File: src/rtl/fifo_wr_arbiter.sv
// Burst-based write-port arbiter: NREQ producers share one FIFO write port.
// Default is round-robin; define FIFO_ARB_FIXED_PRIO_EN for fixed lowest-index priority.
module fifo_wr_arbiter #(
  parameter int NREQ      = 4,
  parameter int W         = 8,
  parameter int MAX_BURST = 4
) (
  input  logic              clock,
  input  logic              reset,
  input  logic [NREQ-1:0]   req,
  input  logic [NREQ*W-1:0] din_bus,
  output logic [NREQ-1:0]   ack,
  output logic [NREQ-1:0]   grant,
  input  logic              fifo_full,
  output logic              fifo_wr,
  output logic [W-1:0]      fifo_din,
  output logic              busy
);

  localparam int            IW        = (NREQ > 1) ? $clog2(NREQ) : 1;
  localparam int            CW        = 4;
  localparam logic [IW-1:0] LAST_INIT = IW'(NREQ - 1);
  localparam logic [CW-1:0] CNT_LAST  = CW'(MAX_BURST - 1);

  typedef enum logic {IDLE = 1'b0, BURST = 1'b1} state_t;

  state_t          state_reg, state_next;
  logic [NREQ-1:0] grant_reg, grant_next;
  logic [IW-1:0]   owner_reg, owner_next;
  logic [IW-1:0]   last_reg, last_next;
  logic [CW-1:0]   burst_cnt_reg, burst_cnt_next;

  logic [W-1:0]    din_slice [NREQ];
  logic [IW-1:0]   win_idx;
  logic [IW-1:0]   cand_idx;
  logic            write_en;

  generate
    for (genvar gi = 0; gi < NREQ; gi++) begin : g_slice
      assign din_slice[gi] = din_bus[gi*W +: W];
    end
  endgenerate

  // Scan in reverse search order so the earliest candidate is the last one written.
  always_comb begin
    win_idx  = '0;
    cand_idx = '0;
`ifdef FIFO_ARB_FIXED_PRIO_EN
    for (int k = NREQ - 1; k >= 0; k--) begin
      cand_idx = IW'(k);
      if (req[cand_idx]) win_idx = cand_idx;
    end
`else
    for (int k = NREQ; k >= 1; k--) begin
      cand_idx = IW'((int'(last_reg) + k) % NREQ);
      if (req[cand_idx]) win_idx = cand_idx;
    end
`endif
  end

  assign write_en = (state_reg == BURST) && req[owner_reg] && !fifo_full;
  assign fifo_wr  = write_en;
  assign fifo_din = write_en ? din_slice[owner_reg] : '0;
  assign ack      = write_en ? grant_reg : '0;
  assign grant    = grant_reg;
  assign busy     = (state_reg == BURST);

  always_comb begin
    state_next     = state_reg;
    grant_next     = grant_reg;
    owner_next     = owner_reg;
    last_next      = last_reg;
    burst_cnt_next = burst_cnt_reg;
    case (state_reg)
      IDLE: begin
        if (|req && !fifo_full) begin
          state_next     = BURST;
          grant_next     = NREQ'(1) << win_idx;
          owner_next     = win_idx;
          burst_cnt_next = '0;
        end
      end
      BURST: begin
        // A full stall holds everything; only a withdrawn request or the last slot ends the burst.
        if (!req[owner_reg] || (write_en && burst_cnt_reg == CNT_LAST)) begin
          state_next     = IDLE;
          grant_next     = '0;
          last_next      = owner_reg;
          burst_cnt_next = '0;
        end else if (write_en) begin
          burst_cnt_next = burst_cnt_reg + CW'(1);
        end
      end
      default: begin
        state_next = IDLE;
        grant_next = '0;
      end
    endcase
  end

  always_ff @(posedge clock or posedge reset) begin
    if (reset) begin
      state_reg     <= IDLE;
      grant_reg     <= '0;
      owner_reg     <= '0;
      last_reg      <= LAST_INIT;
      burst_cnt_reg <= '0;
    end else begin
      state_reg     <= state_next;
      grant_reg     <= grant_next;
      owner_reg     <= owner_next;
      last_reg      <= last_next;
      burst_cnt_reg <= burst_cnt_next;
    end
  end

endmodule

File: config.mk
export PLATFORM = sky130hd
export DESIGN_NAME = fifo_wr_arbiter
export DESIGN_NICKNAME = d
export VERILOG_FILES = /design/src/rtl/fifo_wr_arbiter.sv
export SDC_FILE = /design/constraint.sdc
export NUM_CORES = 1
export LEC_CHECK = 0
export ABC_AREA = 1
export BUFFER_PORTS_ARGS = -buffer_cell sky130_fd_sc_hd__buf_2
export CAP_MARGIN = 25
export CORE_AREA = 2 2 58 60
export DETAILED_ROUTE_END_ITERATION = 12
export DIE_AREA = 0 0 60 62
export PLACE_DENSITY = 0.68
export REMOVE_ABC_BUFFERS = 1
export SLEW_MARGIN = 20
export SYNTH_ARGS = -nofsm -noshare
export SYNTH_HDL_FRONTEND = slang
export SYNTH_SLANG_ARGS = --single-unit
File: constraint.sdc
create_clock -name clock -period 1.7 [get_ports clock]
set_input_delay 0 -clock clock [delete_from_list [all_inputs] [get_ports clock]]
set_output_delay 0 -clock clock [all_outputs]
set_load 0.005 [all_outputs]
---- Word-level counts from Yosys, hierarchy flattened ----
Index checks and enable logic that the tools add are counted.
word-level totals
  flip-flop bits (word level) ............. 13
  bits in latches ......................... 0
  memory bits (writable) .................. 0
  bits in read-only memories .............. 0
  bits of input ports ..................... 39
  output and inout bits ................... 18
  logic and storage cells ................. 64
  memories ................................ 0
operators by class
  $add $sub $neg .......................... 5
  multiply operators ...................... 0
  div/mod/pow operators ................... 0
  order comparisons ....................... 6
  equal/unequal tests ..................... 4
  shift operators ......................... 1
  mux-type cells .......................... 29
  bitwise logic cells ..................... 2
  reductions and logical operators ........ 12
operators with widths
  operator             number
  $mux 4               6
  $mux 8               3
  $bmux 8 s2           1
  $pmux 4 s2           2
  $lt 2x3->1 const B   5
  $bmux 1 s2           5
  $mux 2               4
  $reduce_and 2->1     4
  $mux 1               7
  $add 2x1->2 const B  2
  $add 2x2->2 const B  2
  $add 4x1->4 const B  1
  $eq 4x2->1 const B   1
  $logic_and 1x1->1    4
  $reduce_or 4->1      1
  $shl 1x2->4 const A  1
  $ge 3x3->1 const B   1
  $ne 3x1->1 const B   1
  $not 2->3            1
  $logic_not 1->1      2
  $ne 2x1->1 const B   1
  $ne 2x2->1 const B   1
  $pmux 1 s2           1
  $logic_or 1x1->1     1
  $not 1->1            1

---- Logic depth before layout (Yosys ltp) ----
Gate-level depths: netlist (run 1).
  depth after elaboration ................. 10
  depth in mapped cells ................... 13
  gate-level depth less buffers ........... 11

---- Worst setup path before layout (run 1) ----
OpenSTA, ideal clock, no wires.
  path kind ............................... flip-flop to flip-flop
  start point ............................. reg last_reg[0]
  end point ............................... reg owner_reg[0]
  setup time .............................. 0.134 ns
  arrival ................................. 1.297 ns
  required time ........................... 1.566 ns
  slack ................................... 0.269 ns
  stages on the path, launching flop included .. 13
  buffers on the path ..................... 1
  clock period less this slack ............ 1.431 ns
  path through ............................ dfstp_2 > buf_4 > inv_2 > nand2_1 > nand2_1 > nand2_1 > nand2_1 > inv_1 > nand2_1 > nand2_1 > nand2_1 > nand2_1 > o21ai_0
between the ends
  word-level cells in the longest chain between the ends .. 7
  elaborated cells between the ends (all ways) .. 16
  those cells by class .................... add/sub (4); mux (12)
ends and longest elaborated chain
  what                          RTL line  source
  start: declaration            30        logic [IW-1:0] last_reg, last_next;
  start signal: assignment      112       last_reg <= last_next;
  $add 2x1->2                   55        cand_idx = IW'((int'(last_reg) + k) % NREQ);
  $bmux 1 s2                    56        if (req[cand_idx]) win_idx = cand_idx;
  $mux 1 (implied by the code)  56
  $mux 2 (3 in a row)           56
  $mux 2 *                      56
  end signal: assignment        111       owner_reg <= owner_next;
  end: declaration              29        logic [IW-1:0] owner_reg, owner_next;
Every way passes the cells marked *; elsewhere a longest branch is shown, timed or not. The select of a mux whose other input is x is not followed.
A chain may end at the register's enable or synchronous reset.

---- Worst setup path in the final report (run 1) ----
  start point ............................. reg owner_reg[0]
  end point ............................... out fifo_din[5]
between the ends
  word-level cells in the longest chain between the ends .. 5
  elaborated cells between the ends (all ways) .. 9
  those cells by class .................... mux (6); bitwise (1); reduce/logical (2)
ends and longest elaborated chain
  what                                                                            RTL line  source
  $not 2->3 (implied by the code) or $bmux 1 s2 (tied branches)                   63, 61
  $bmux 8 s2 or $mux 1 (tied branches)                                            63, 61
  $mux 8 (implied by the code) or $logic_and 1x1->1 (tied branches) (2 in a row)  63, 61
  $mux 8 *                                                                        63        assign fifo_din = write_en ? din_slice[owner_reg] : '0;
  end: declaration                                                                16        output logic [W-1:0] fifo_din,
Marks and branches as above.

==> results of run 1 <==
-- worst paths after layout --
kind / start / endpoint / slack, ns / cells after the start
max in group asynchronous: reset / owner_reg[1]$_DFFE_PP0P_ / 1.08 / 3
hold reg to reg: grant[3]$_DFFE_PP0P_ / grant[3]$_DFFE_PP0P_ / 0.51 / 2
hold / removal: fifo_full / busy$_DFF_PP0_ / 0.11 / 3
setup / recovery: owner_reg[0]$_DFFE_PP0P_ / fifo_din[5] / 0.12 / 8
min in group asynchronous: reset / grant[3]$_DFFE_PP0P_ / 0.28 / 3
setup reg to reg: last_reg[0]$_DFFE_PP1P_ / grant[1]$_DFFE_PP0P_ / 0.16 / 11
-- area by class of cell --
cell class | count | area, um^2
fillers | 332 | 1620
multi-input cells | 153 | 718
flip-flops and latches | 13 | 330
repair buffers | 62 | 328
inverters | 25 | 96.3
well taps | 46 | 57.6
clock buffers | 4 | 26.3
repair inverters | 1 | 7.51
-- routing by layer --
metal  vias up  routed length, um
met5         -                  0
met4         0                  0
met3         0                211
met2        49               1340
met1       602               1500
li1        747                  -
-- through the flow --
| stage | utilization, % | instance area (um^2) | std cells | setup slack [ns] |
|---|---|---|---|---|
| 3_5_place_dp | 46.6 | 1480 | 295 | 0.0876 |
| 6_report | 49.2 | 1560 | 304 | 0.117 |
| 3_3_place_gp | 46.6 | 1480 | 295 | 0.154 |
| 4_1_cts | 48.3 | 1540 | 301 | 0.00349 |
| 5_1_grt | 49.2 | 1560 | 304 | 0.00882 |
| 2_1_floorplan | - | 1130 | 191 | 0.188 |
-- cell usage after synthesis (2+ instances only) --
| cell type | count | area, um^2 |
|---|---|---|
| buf_6 | 2 | 22.5 |
| buf_2 | 2 | 10.0 |
| nand2_2 | 3 | 18.8 |
| o21ai_1 | 4 | 20.0 |
| dfstp_2 | 2 | 52.6 |
| o21ai_0 | 23 | 115 |
| inv_1 | 21 | 78.8 |
| o21ai_2 | 2 | 17.5 |
| nand3_2 | 2 | 20.0 |
| nand2_1 | 51 | 191 |
| inv_2 | 3 | 11.3 |
| nor2_1 | 38 | 143 |
| a21oi_1 | 9 | 45.0 |
| clkbuf_1 | 3 | 11.3 |
| nand3_1 | 13 | 65.1 |
| nand2_4 | 2 | 22.5 |
| dfrtp_1 | 11 | 275 |
-- power breakdown --
part / internal, W / switching [W] / leakage, nW / total (W)
Combinational: 0.000547 / 0.000909 / 0.704 / 0.00146
Clock: 0.0000909 / 0.0000985 / 0.0150 / 0.000189
Sequential: 0.000436 / 0.000129 / 0.164 / 0.000565
Total: 0.00107 / 0.00114 / 0.884 / 0.00221
-- cell families (layout without fill, tap and decap cells) --
logic type	Yosys count	in the layout	synth area share (%)
flip-flops	13	13	27.8
AND/OR/NAND/NOR	112	112	40.6
buffers and inverters	33	92	12.5
XOR/XNOR	1	1	0.742
AO/OA/AOI/OAI	39	39	17.4
adder cells (fa/ha/maj)	1	1	1.06
-- worst max-delay path: stages (launching register included) --
cell and delay, ns:
dfrtp_2 0.45, inv_4 0.12, nand2_2 0.06, nand3_2 0.06, nand2_2 0.08, nor2_4 0.12, nand2_4 0.12, a21oi_1 0.16
buf_2 0.13
-- what timing repair did --
item,in CTS,in global routing
hold buffers,1,0
setup endpoints to repair,13,17
cloned,1,0
hold endpoints to repair,11,0
gates resized for setup,3,2
setup buffers,0,3
==> qor.txt, run 1 <==
synthesis-to-layout area growth: 32.4%
hpwl dp: 2290 um
Core ar.: 3180 um^2
Post-Syn Instances: 199
Netlist Area Pre-Place: 1180 um^2
Sinks on Clock Net: 13
Avg WL per Cell: 10.0 um
overall routing resource usage: 16.0%
GP Congestion: 0.741
number of buffers created by CTS: 3
Die Width: 60 um
synthesized area per cell: 5.94 um^2
CTS tree: built
final wirelength: 3060 um
worst vdd ir: 649 uV
critical path class: flop to output port
Initial Util: 37.2%
initial antenna violation count: 0
DRC violations left: 0
Worst setup EP type: output port
Pleak: 0.884 nW
largest net degree at the start of global routing: 17
commonest non-fill, non-tap cell in the layout: buf_2
most frequent cells in the layout: buf_2 (56), nand2_1 (50), nor2_1 (38)
vias per cell: 4.60
worst hold path type: input pin to flop
port buffer count: 56
startpoint types: flop
io pins: 57
Pwr per Cell Area: 1410 nW/um^2
EDFF count, synth: 0
gr ovfl total: 0
first-pass GRT wire length: 4590 um
Die H: 62 um
Tcrit/Tclk final: 93.1%
overall die area: 3720 um^2
FMAX: 632 MHz
Synth warnings: 0
number of global-route vias before repair: 1,089
status: finished, final reports clean
Total Power: 0.00221 W
CP required: 1.70 ns
crit path DAT: 1.58 ns
global-route track usage on met3: 3.73%
global routing usage on met2: 27.2%
Skew-Pair Late Insertion Delay: 0.27 ns
final setup violation count: 0
Max Clock Skew: 0.000777 ns
Worst-path clk slew: 0.08 ns
final-report max-slew violation count: 0
Final Net Count: 299
H-tree levels: 1
vias after detailed routing: 1,398
max-cap viol count: 0
Clock Tree Buf Depth: 2
Root Buffer Master: clkbuf_4
DR iter-0 viols: 64
post-layout min period: 1.58 ns
FFs w/ async S/R, synth: 100%
met1 Usage GRT: 21.6%
Slew @ Worst Pin: 0.476 ns
flops & latches, synth: 13
First-pass DRT Iterations: 4
RSZ-0062 raised after global routing: false
critical path peak fanout: 13
Min Hold Slack: 0.112 ns
Routed Antenna Nets: 0
layout cells sized above 1: 32.6%
setup TNS: 0 ns
ant diodes: 0
Final Hold Fails: 0
GRT busiest layer: met2
Seq/Total Area, Yosys: 27.8%
num rows: 21
Synth Flop Type: dfrtp_1
post-synth cell types: 25
worst relative slew slack: 68.2%
Power figures use the tool's default switching activity.
==> inputs of run 2 (changes only) <==
- CORE_AREA: 2 2 58 60 -> 2 2 54 56
- CTS_BUF_LIST: default -> sky130_fd_sc_hd__clkbuf_8 sky130_fd_sc_hd__clkbuf_16
- DIE_AREA: 0 0 60 62 -> 0 0 56 58
- PLACE_DENSITY: 0.68 -> 0.78
==> run 2 against run 1 <==
Compared with the run above: cell count decreased by 5.6%; clock skew up 0.00083 ns; die area decreased by 13%; utilization rose by 8.8 points; sequential share of layout area rose by 0.18 points; fmax is 3.0% higher; clock power increased by 38%.
==> qor.txt, run 2 (same netlist as run 1, synthesis figures left out) <==
synthesis-to-layout area growth: 30.8%
gr ovfl total: 0
post-layout min period: 1.54 ns
vias after detailed routing: 1,363
CTS tree: built
DRC violations left: 0
Sinks on Clock Net: 13
worst vdd ir: 1480 uV
most frequent cells in the layout: buf_2 (56), nand2_1 (49), nor2_1 (38)
crit path DAT: 1.54 ns
First-pass DRT Iterations: 4
port buffer count: 56
most used cell, CP: nand2_2
Die Width: 56 um
cells on worst reg2reg path: 10
number of buffers created by CTS: 3
overall routing resource usage: 19.3%
final-report max-slew violation count: 0
Core ar.: 2660 um^2
Pleak: 0.889 nW
clock power share: 11.7%
initial antenna violation count: 0
number of global-route vias before repair: 1,189
critical path peak fanout: 13
GP Congestion: 0.853
ant diodes: 0
Pwr per Cell Area: 1440 nW/um^2
Worst setup EP type: output port
status: finished, final reports clean
Comb power frac: 62.7%
sw frac: 50.0%
max-cap viol count: 0
Max Clock Skew: 0.00160 ns
DR iter-0 viols: 54
crit path cell chain: clkinv_4, nand2_2, nand3_2, nand2_2, nor2_2, nand2_4, a21oi_1, buf_2
FMAX: 651 MHz
first-pass GRT wire length: 5060 um
hpwl dp: 2300 um
CP required: 1.70 ns
commonest non-fill, non-tap cell in the layout: buf_2
Final Net Count: 297
RSZ-0062 raised after global routing: false
Avg WL per Cell: 10.4 um
Clock Tree Buf Depth: 2
largest net degree at the start of global routing: 21
Tcrit/Tclk final: 90.4%
Initial Util: 44.4%
Slew @ Worst Pin: 0.491 ns
Final Hold Fails: 0
Total Power: 0.00223 W
vias per cell: 4.75
Root Buffer Master: clkbuf_8
critical path class: flop to output port
worst hold path type: input pin to flop
Pint: 0.00112 W
io pins: 57
max incr delay on CP: 0.45 ns
H-tree levels: 1
layout cells sized above 1: 32.0%
overall die area: 3250 um^2
Skew-Pair Late Insertion Delay: 0.24 ns
CP max-delay cell: dfrtp_1
num rows: 19
Die H: 58 um
worst relative slew slack: 67.2%
WHS Path Cells: 3
Routed Antenna Nets: 0
Sw Pwr: 0.00112 W
final setup violation count: 0
setup TNS: 0 ns
Reg power frac: 25.6%
Worst-path clk slew: 0.05 ns
final wirelength: 3000 um
Reg2Reg Setup Slack: 0.18 ns
startpoint types: flop
## run 2: routing by layer
| layer | vias up | GRT usage [%] | routed length, um |
|---|---|---|---|
| met5 | - | 0 | 0 |
| met1 | 567 | 26.0 | 1370 |
| met2 | 48 | 32.1 | 1380 |
| met3 | 4 | 5.13 | 226 |
| met4 | 0 | 3.06 | 18 |
| li1 | 744 | - | - |
## run 2: critical path, delay by kind of cell, from the launching register on
kind	cells	cell delay [ns]
and+or+nand+nor	5	0.48
AOI/OAI and AO/OA	1	0.13
DFF	1	0.45
buffers and inverters	2	0.24
## run 2: layout make-up
cell class	count	area, um^2
repair inverters	1	5.00
multi-input cells	153	716
well taps	31	38.8
clock buffers	3	41.3
flip-flops and latches	13	329
fillers	285	1120
inverters	25	98.8
repair buffers	60	313
clock inverters	1	3.75
## run 2: stage by stage
stage          cell area (um^2)  utilization (%)  setup WS (ns)  std cells  hold WS [ns]
4_1_cts                    1520             57.1         0.0640        285         0.152
6_report                   1550             58.0          0.163        287         0.151
3_5_place_dp               1460             55.0          0.143        280        0.0487
3_3_place_gp               1460             55.0          0.148        280        0.0479
2_1_floorplan              1130                -          0.188        191        -0.124
5_1_grt                    1550             58.0       0.000449        287         0.187
## run 2: power by group through the flow
stage,sequential (W),clock [W],combinational (W)
floorplan,0.000583,0,0.000933
detailed placement,0.000571,0,0.00134
finish,0.000571,0.000261,0.00140
global placement,0.000569,0,0.00133
global route,0.000594,0.000286,0.00163
CTS,0.000566,0.000270,0.00136
## run 2: worst paths after layout
check,startpoint,to
hold reg to reg,grant[1]$_DFFE_PP0P_,grant[1]$_DFFE_PP0P_
setup reg to reg,last_reg[0]$_DFFE_PP1P_,owner_reg[0]$_DFFE_PP0P_
max in group asynchronous,reset,owner_reg[1]$_DFFE_PP0P_
hold / removal,fifo_full,busy$_DFF_PP0_
min in group asynchronous,reset,burst_cnt_reg[2]$_DFFE_PP0P_
setup / recovery,owner_reg[0]$_DFFE_PP0P_,fifo_din[3]
## run 2: repair_timing
action                                  CTS  global route
endpoints found under the setup margin   12            18
endpoints found under the hold margin    11             0
gates resized for setup                   1             5
cloned                                    0             1
hold buffers                              1             0
buffers inserted                          0             1
==> inputs of run 3 (changes only) <==
- ABC_AREA: 1 -> default
- CORE_AREA: 2 2 54 56 -> 2 2 51 53
- DIE_AREA: 0 0 56 58 -> 0 0 53 55
- PLACE_DENSITY: 0.78 -> 0.76
- SKIP_CTS_REPAIR_TIMING: default -> 1
==> run 3 against run 2 <==
Compared with the run above: the run now ends with setup timing left; critical path type unchanged; global-route usage decreased by 0.70 points; worst hold slack better by 0.071 ns; register-to-register slack got worse by 0.31 ns; combinational power rose by 6%; final area rose by 7.9%; power up 4.1%.
==> qor.txt, run 3 <==
FMAX: 541 MHz
num rows: 18
worst relative slew slack: 65.0%
vias after detailed routing: 1,089
Pleak: 0.803 nW
Slew @ Worst Pin: 0.521 ns
max-cap viol count: 0
Initial Util: 40.8%
Max Clock Skew: 0.00325 ns
startpoint types: flop
largest net degree at the start of global routing: 14
failing checks: setup timing
number of global-route vias before repair: 955
most common cell in the netlist: and2_1
EDFF count, synth: 0
overall die area: 2920 um^2
first-pass GRT wire length: 3930 um
overall routing resource usage: 18.6%
layout cells sized above 1: 72.6%
Worst setup EP type: output port
final setup violation count: 21
Synth top area share: 28.5%
critical path class: flop to output port
Tcrit/Tclk final: 109%
Netlist Area Pre-Place: 965 um^2
CTS tree: built
pre-CTS setup slack: -0.167 ns
port buffer count: 56
gr ovfl total: 0
Avg WL per Cell: 16.9 um
Min Hold Slack: 0.222 ns
status: finished with violations
max incr delay on CP: 0.54 ns
number of buffers created by CTS: 3
Clock Tree Buf Depth: 2
io pins: 57
Worst-path clk slew: 0.06 ns
worst path bufs/invs: 2
Root Buffer Master: clkbuf_8
vias per cell: 5.61
Total Power: 0.00232 W
most frequent cells in the layout: buf_2 (44), buf_6 (14), and2_4 (13), buf_4 (13), dfrtp_1 (11)
crit path DAT: 1.85 ns
worst hold path type: input pin to flop
HP Start: fifo_full
RSZ-0062 raised after global routing: true
Synth Flop Type: dfrtp_1
First-pass DRT Iterations: 4
flops & latches, synth: 13
Routed Antenna Nets: 0
synthesized area per cell: 10.7 um^2
Die H: 55 um
Final Net Count: 205
Reg-to-Reg Start: owner_reg[0]$_DFFE_PP0P_
CP max-delay cell: mux4_2
CP top delay family: multiplexers
commonest non-fill, non-tap cell in the layout: buf_2
initial antenna violation count: 0
ant diodes: 0
Synth area leader: dfrtp_1
Post-Syn Instances: 90
GP Congestion: 0.868
DR iter-0 viols: 28
CP required: 1.70 ns
hpwl dp: 2180 um
setup TNS: -2.33 ns
Setup WS post-layout: -0.149 ns
Seq/Total Area, Yosys: 34.0%
FFs w/ async S/R, synth: 100%
final-report max-slew violation count: 0
post-layout min period: 1.85 ns
final wirelength: 3280 um
Sinks on Clock Net: 13
DRC violations left: 0
critical path peak fanout: 7
most used cell, CP: buf_6
Finished Core Util: 70.5%
Die Width: 53 um
synthesis-to-layout area growth: 72.8%
H-tree levels: 1
Pwr per Cell Area: 1390 nW/um^2
Final Hold Fails: 0
top post-synthesis cells by area: dfrtp_1 (29%), mux4_2 (21%), and2_1 (8.4%)
crit path launch: owner_reg[0]$_DFFE_PP0P_
Core ar.: 2360 um^2
Synth top cells by count: and2_1 (13), dfrtp_1 (11), mux4_2 (9)
post-synth cell types: 32
Skew-Pair Late Insertion Delay: 0.24 ns
crit path cell chain: mux4_2, buf_6, and3b_2, and2_4, buf_6
worst vdd ir: 990 uV
Synth warnings: 0
## run 3: worst reg2reg max path: stages (launching register included)
cell     delay [ns]
dfrtp_1        0.37
mux4_2         0.54
buf_6          0.15
buf_4          0.13
buf_6          0.11
nand3_4        0.10
nand2_4        0.08
a32o_1         0.24
## run 3: routing by layer
metal / wire length, um / GRT usage [%]
met1: 1220 / 19.5
met2: 1660 / 35.6
met3: 346 / 4.03
met4: 40 / 8.55
met5: 0 / 0
## run 3: cell families after synthesis
group / count (synthesis) / share of synthesized area [%]
buffers and inverters: 4 / 1.56
flip-flops: 13 / 34.0
AO/OA/AOI/OAI: 20 / 14.7
multiplexers: 12 / 24.5
AND/OR/NAND/NOR: 40 / 24.0
adder cells (fa/ha/maj): 1 / 1.30
## run 3: area by class of cell
class / instances / area [um^2]
fill: 174 / 698
sequential: 13 / 328
timing repair buffer: 72 / 485
clock buffer: 3 / 41.3
multi-input combinational: 74 / 767
clock inverter: 1 / 3.75
inverter: 1 / 3.75
tap: 30 / 37.5
## run 3: final timing paths
check / end / slack [ns] / cells past startpoint
worst max-delay path: ack[3] / -0.15 / 5
worst min-delay path: burst_cnt_reg[1]$_DFFE_PP0P_ / 0.22 / 4
worst max register to register: grant[3]$_DFFE_PP0P_ / -0.13 / 7
worst min register to register: grant[0]$_DFFE_PP0P_ / 0.52 / 1
max in group asynchronous: last_reg[0]$_DFFE_PP1P_ / 1.02 / 3
min in group asynchronous: burst_cnt_reg[2]$_DFFE_PP0P_ / 0.32 / 3
## run 3: metrics by stage
step	cells	area (um^2)
detailed placement	185	1360
CTS	189	1410
floorplan	87	953
finish	194	1670
global placement	185	1360
global route	194	1670
## run 3: power by group
| part | switching [W] | internal, W |
|---|---|---|
| registers | 0.000125 | 0.000444 |
| clock network | 0.000111 | 0.000160 |
| logic | 0.000637 | 0.000848 |
| total | 0.000872 | 0.00145 |
